[config.mk]
export PLATFORM = sky130hd
export DESIGN_NAME = mem_loader
export DESIGN_NICKNAME = d
export VERILOG_FILES = /design/src/rtl/mem_loader.sv
export SDC_FILE = /design/constraint.sdc
export NUM_CORES = 1
export LEC_CHECK = 0
export CAP_MARGIN = 20
export CORE_MARGIN = 3
export CORE_UTILIZATION = 49
export CTS_BUF_LIST = sky130_fd_sc_hd__clkbuf_16
export DETAILED_ROUTE_END_ITERATION = 8
export GPL_TIMING_DRIVEN = 0
export PLACE_DENSITY = 0.81
export SETUP_SLACK_MARGIN = 0.4
export SKIP_LAST_GASP = 1
export SLEW_MARGIN = 10
export SYNTH_ARGS = -nofsm -noshare
export SYNTH_HDL_FRONTEND = slang
export SYNTH_SLANG_ARGS = --single-unit
[constraint.sdc]
create_clock -name clk -period 2.65 [get_ports clk]
set_input_delay 0.265 -clock clk [delete_from_list [all_inputs] [get_ports clk]]
set_output_delay 0.265 -clock clk [all_outputs]
set_load 0.005 [all_outputs]
[src/rtl/mem_loader.sv]
// Boot-time program loader: streams words into unified memory over valid/ready,
// keeps the CPU stalled until the image is complete, then hands memory to it.
//
// state   | meaning
// --------+------------------------------------------------------------
// S_IDLE  | waiting for start; loader owns memory, nothing written
// S_LOAD  | accepting words, one registered memory write per accept
// S_DRAIN | final write pulse lands; no more accepts
// S_RUN   | image complete, CPU owns memory (exit by reset only)
// S_ERROR | image overflowed memory, CPU held off (exit by reset only)
module mem_loader #(
    parameter int MEM_WORDS = 1024,
    parameter int BASE_ADDR = 0,
    parameter int ADDR_STEP = 1,
    localparam int CW = $clog2(MEM_WORDS) + 1
) (
    input  logic          clk,
    input  logic          rst_n,
    input  logic          start,
    input  logic          in_valid,
    output logic          in_ready,
    input  logic [31:0]   in_data,
    input  logic          in_last,
    output logic [31:0]   mem_addr,
    output logic [31:0]   mem_din,
    output logic          mem_we,
    output logic          cpu_run,
    output logic          done,
    output logic          error,
    output logic [CW-1:0] word_count,
    output logic [31:0]   checksum
);

    typedef enum logic [2:0] {
        S_IDLE,
        S_LOAD,
        S_DRAIN,
        S_RUN,
        S_ERROR
    } state_t;

    state_t state, state_nxt;
    logic   accept;
    logic   mem_full;

    assign accept   = in_valid & in_ready;
    assign mem_full = (word_count == CW'(MEM_WORDS - 1));

    always_ff @(posedge clk or negedge rst_n) begin
        if (!rst_n) begin
            state <= S_IDLE;
        end else begin
            state <= state_nxt;
        end
    end

    always_comb begin
        state_nxt = state;
        in_ready  = 1'b0;
        cpu_run   = 1'b0;
        done      = 1'b0;
        error     = 1'b0;
        case (state)
            S_IDLE: begin
                if (start) state_nxt = S_LOAD;
            end
            S_LOAD: begin
                in_ready = 1'b1;
                if (in_valid) begin
                    if (in_last)       state_nxt = S_DRAIN;
                    else if (mem_full) state_nxt = S_ERROR;
                end
            end
            S_DRAIN: begin
                state_nxt = S_RUN;
            end
            S_RUN: begin
                cpu_run = 1'b1;
                done    = 1'b1;
            end
            S_ERROR: begin
                error = 1'b1;
            end
            default: begin
                state_nxt = S_IDLE;
            end
        endcase
    end

    // The overflowing word is still written: its pulse lands while in S_ERROR.
    always_ff @(posedge clk or negedge rst_n) begin
        if (!rst_n) begin
            mem_we     <= 1'b0;
            mem_addr   <= 32'(BASE_ADDR);
            mem_din    <= '0;
            word_count <= '0;
            checksum   <= '0;
        end else begin
            mem_we <= accept;
            if (accept) begin
                mem_addr   <= 32'(BASE_ADDR) + 32'(word_count) * 32'(ADDR_STEP);
                mem_din    <= in_data;
                word_count <= word_count + 1'b1;
                checksum   <= checksum + in_data;
            end else if (state == S_IDLE && start) begin
                word_count <= '0;
                checksum   <= '0;
            end
        end
    end

endmodule

-- Yosys cells after proc, flatten, opt, wreduce, memory -nomap -nowiden
Cells that the tools add are included.
- flip-flop bits (word level): 90
- input port bits: 37
- output and inout bits: 112
- add/sub/neg operators: 2
- equal/unequal tests: 8
- mux-type cells: 12
- bitwise logic cells: 2
- reductions and logical operators: 5
- operators by type and width (cell ; count):
    $mux W32 ; 2
    $add A32 B32 Y32 ; 1
    $mux W11 ; 2
    $mux W3 ; 4
    $pmux W3 S4 ; 1
    $add A11 B1 Y11 const B ; 1
    $eq A11 B10 Y1 const B ; 1
    $eq A3 B2 Y1 const B ; 2
    $ne A2 B2 Y1 const B ; 2
    $reduce_and A4 Y1 ; 1
    $eq A3 B1 Y1 const B ; 1
    $eq A3 B3 Y1 const B ; 1
    $logic_not A3 Y1 ; 1
    $mux W1 ; 3
    $ne A3 B3 Y1 const B ; 1
    $reduce_bool A2 Y1 ; 1
    $reduce_or A2 Y1 ; 1
    $and A1 B1 Y1 ; 1
    $logic_and A1 B1 Y1 ; 1
    $not A1 Y1 ; 1

-- Depth between registers and ports, before layout
- word-level depth: 5
- mapped depth: 10

-- Worst setup path after synthesis
OpenSTA, ideal clock, no wires.
- kind: flip-flop to flip-flop
- start: reg checksum[0]
- end: reg checksum[18]
- library setup time: 0.076 ns
- data arrival time: 2.216 ns
- required time: 2.574 ns
- slack: 0.357 ns
- cell stages (with the launch flop): 11
- cell sequence: dfrtp_1 > ha_1 > inv_1 > fa_1 > nor2b_1 > o31a_1 > o211ai_1 > a31oi_1 > a311oi_1 > xor2_1 > o21ai_1
- word-level cells in the longest chain between the ends: 2
- RTL lines (what ; line ; RTL):
    start: declaration ; 31 ; output logic [31:0] checksum
    start signal: assignment ; 104 ; checksum <= checksum + in_data;
    $add A32 B32 Y32 ; 104 ;
    $mux W32 ; 100 ; if (accept) begin
No other way between the ends.
A chain may end at the register's enable or synchronous reset.

-- Worst setup path after layout
- start: reg checksum[0]
- end: reg checksum[16]
Same word-level chain as after synthesis.

==> summary.txt <==
Worst setup path
  – Worst Path Max Fanout: 3
  – Buffer and inverter count on the worst path: 2
  – Critical path capture point type: flop
  – Biggest cell delay along the critical path: 0.39 ns
  – Worst EP arrival: 2.65 ns
  – Crit Path Class: reg -> reg
  – CP startpoint kind: flop
  – Crit-path cells: ha_2 > inv_2 > fa_2 > nor2b_2 > o31a_1 > buf_4 > o221a_4 > o211ai_1 > and3_1 > xor2_1 > o21ai_1
  – Slowest cell on crit path: dfrtp_1
  – R2R setup slack: 0.22 ns
  – CP delay by family, top: compound AO/OA/AOI/OAI gates
  – Worst Path Required: 2.86 ns

Global route
  – Initial antenna violation count: 0
  – Vias in the first global route: 5423
  – Congestion Overflow GR: 0
  – First-pass GRT wire length: 27500 um
  – Total GRT Usage: 26.5%
  – Pin count of the biggest net entering global routing: 64

Logic synthesis
  – Compound-cell area share of the yosys netlist: 20.5%
  – Post-synth EDFFs: 0
  – Syn avg cell area: 8.53 sq um
  – Syn. warnings: 0
  – Seq/Total Area, Yosys: 40.6%
  – Distinct cells, synth: 70
  – Asr flop ratio synth: 100%
  – Post-synthesis mux area share: 0.203%
  – Post-Synth XOR/XNOR Area: 3.31%
  – Simple-Gate Fraction of Synth Area: 21.4%
  – Syn Inst Count: 651
  – Most used DFF post-synth: dfrtp_1
  – Synth Area in Adders: 7.57%
  – Cell area after synthesis: 5550 sq um
  – Largest family of logic cells by synthesized area: simple AND/OR/NAND/NOR gates
  – #FFs+latches synth: 90

Placed design
  – Routability cong.: 0.898
  – Placed cells: 938
  – Final HPWL DP: 11800 um
  – IO buf count: 126

Clock tree
  – Clk Latency, worst-skew pair: 0.35 ns
  – Clock transition at path regs: 0.07 ns
  – Clk sinks: 90
  – CTS max path bufs: 2
  – H-tree depth: 3
  – CTS root buffer: clkbuf_16
  – TritonCTS clock tree: built
  – Num CTS Buffers: 9

Final layout
  – Area Growth Syn to Fin: 45.8%
  – Share of cells above drive strength 1: 19.3%
  – Sequential cell area: 2250 sq um
  – Antenna diodes: 0
  – Most common cell after layout, fill and taps aside: nand2_1
  – Post-Layout Cell Count: 991
  – Multi-input gate area: 3420 sq um
  – Most frequent cells in the layout: 184 x nand2_1, 118 x clkdlybuf4s50_1, 89 x dfrtp_1
  – Fin nets: 916
  – Filler cell count: 806

Hold path
  – Hold WC Path Type: in -> reg

Routing
  – DRC Markers: 0
  – Via count: 5561
  – WL/cell: 17.5 um
  – Vias per cell: 5.61
  – Drt total wl: 17400 um
  – 1st-iter DRT viols: 400
  – Final ANT Viol Nets: 0
  – 1st-pass router iterations: 5

Die
  – Core area: 10900 sq um
  – Rows: 38
  – Die Y: 112 um
  – DIE AREA: 12600 sq um
  – Num ports: 149
  – Starting Density: 50.8%
  – Die Width: 112 um

STA
  – Hold violation count in the final report: 0
  – Slew HR: 53.2%
  – RSZ-0062 raised after global routing: yes
  – Worst slew pin tran: 0.703 ns
  – Setup Viol. Count Final: 0
  – Fin Setup TNS: 0 ns
  – Worst Skew: 0.00502 ns
  – Fin. max-slew vios: 0
  – Fin crit share: 91.7%
  – Minimum clock period: 2.43 ns
  – F_max: 411 MHz

Power
  – Pleak: 0.00378 uW
  – Power Density: 1050 nW/um^2
  – Peak VDD IR: 0.582 mV

Status
  – Outcome: finished, final reports clean

Run
  – MaxCap Viol Count: 0
-- routing by layer --
metal	GRT usage, %	share of wire, %	vias to the layer above	wire (um)
met4	7.77	1.4	0	242
li1	-	-	2623	-
met5	0	0	-	0
met2	45.5	50	201	8730
met1	35.5	42	2714	7350
met3	3.18	6.1	23	1060
-- layout make-up --
cell class	count	area share (%)
clock inverters	7	0.633
multi-input cells	519	42.2
well taps	140	2.16
repair buffers	164	19.8
flip-flops and latches	90	27.8
plain buffers	48	3.92
inverters	14	0.649
clock buffers	9	2.78
-- worst reg2reg max path: cells and delay by family (launching register included) --
kind,cells,cell delay (ns)
AO/OA/AOI/OAI,4,0.82
XOR/XNOR,1,0.20
adder cells (fa/ha/maj),2,0.39
buffers and inverters,2,0.22
flip-flops,1,0.39
AND/OR/NAND/NOR,2,0.28
-- Yosys cell counts (all sizes together) (10+ instances only) --
cell type  instances  area share [%]
clkbuf            17             1.1
o21ai             55             5.0
and3              15             1.8
nor2              25             1.7
o31ai             11             1.5
ha                32             7.2
inv               14            0.95
dfrtp             90              41
a21o              13             1.8
nand3             15             1.4
a21oi             34             3.3
xor2              13             2.1
nand2            185              13
buf               31             4.3
nor3              10            0.99
-- stage by stage --
stage	worst slack, ns	hold slack, ns	util [%]	cell area [sq um]	power (uW)
2_1_floorplan	0.405	-0.0306	-	5650	4580
3_3_place_gp	-2.04	0.456	64.8	7080	6200
3_5_place_dp	-0.360	0.215	65.0	7110	6330
4_1_cts	0.245	0.151	72.2	7890	8140
5_1_grt	0.139	0.164	74.1	8100	9000
6_report	0.220	0.156	74.1	8100	8480
-- cells by family after synthesis --
family,count (synthesis)
buffers and inverters,62
adder cells (fa/ha/maj),33
flip-flops,90
multiplexers,1
XOR/XNOR,21
other,1
AO/OA/AOI/OAI,169
AND/OR/NAND/NOR,274
-- where the power goes --
| part | switching [uW] | internal (uW) | total, uW |
|---|---|---|---|
| sequential | 386 | 1870 | 2250 |
| clock | 602 | 644 | 1250 |
| combinational | 2410 | 2570 | 4980 |
-- what timing repair did --
action / 4_1_cts / 5_1_grt
pin swaps: 32 / 32
resized for setup: 61 / 39
hold endpoints to repair: 27 / 0
hold buffers: 1 / 0
setup buffers: 27 / 9
endpoints found under the setup margin: 23 / 87
-- registers in the layout, indices dropped and copies added, names as in the netlist --
name and count:
mem_we 1, word_count 11, mem_din 32, mem_addr 11
checksum 32, state 3
-- final timing paths --
path                                   from      endpoint  cells after the start
worst min register to register  mem_din[22]   mem_din[22]                      2
max in group asynchronous             rst_n   mem_addr[9]                      3
min in group asynchronous             rst_n   mem_din[18]                      2
worst min-delay path            in_data[31]   mem_din[31]                      3
worst max register to register  checksum[0]  checksum[16]                     11
worst max-delay path            checksum[0]  checksum[16]                     11
No activity file was read; power rests on OpenSTA's default activity.
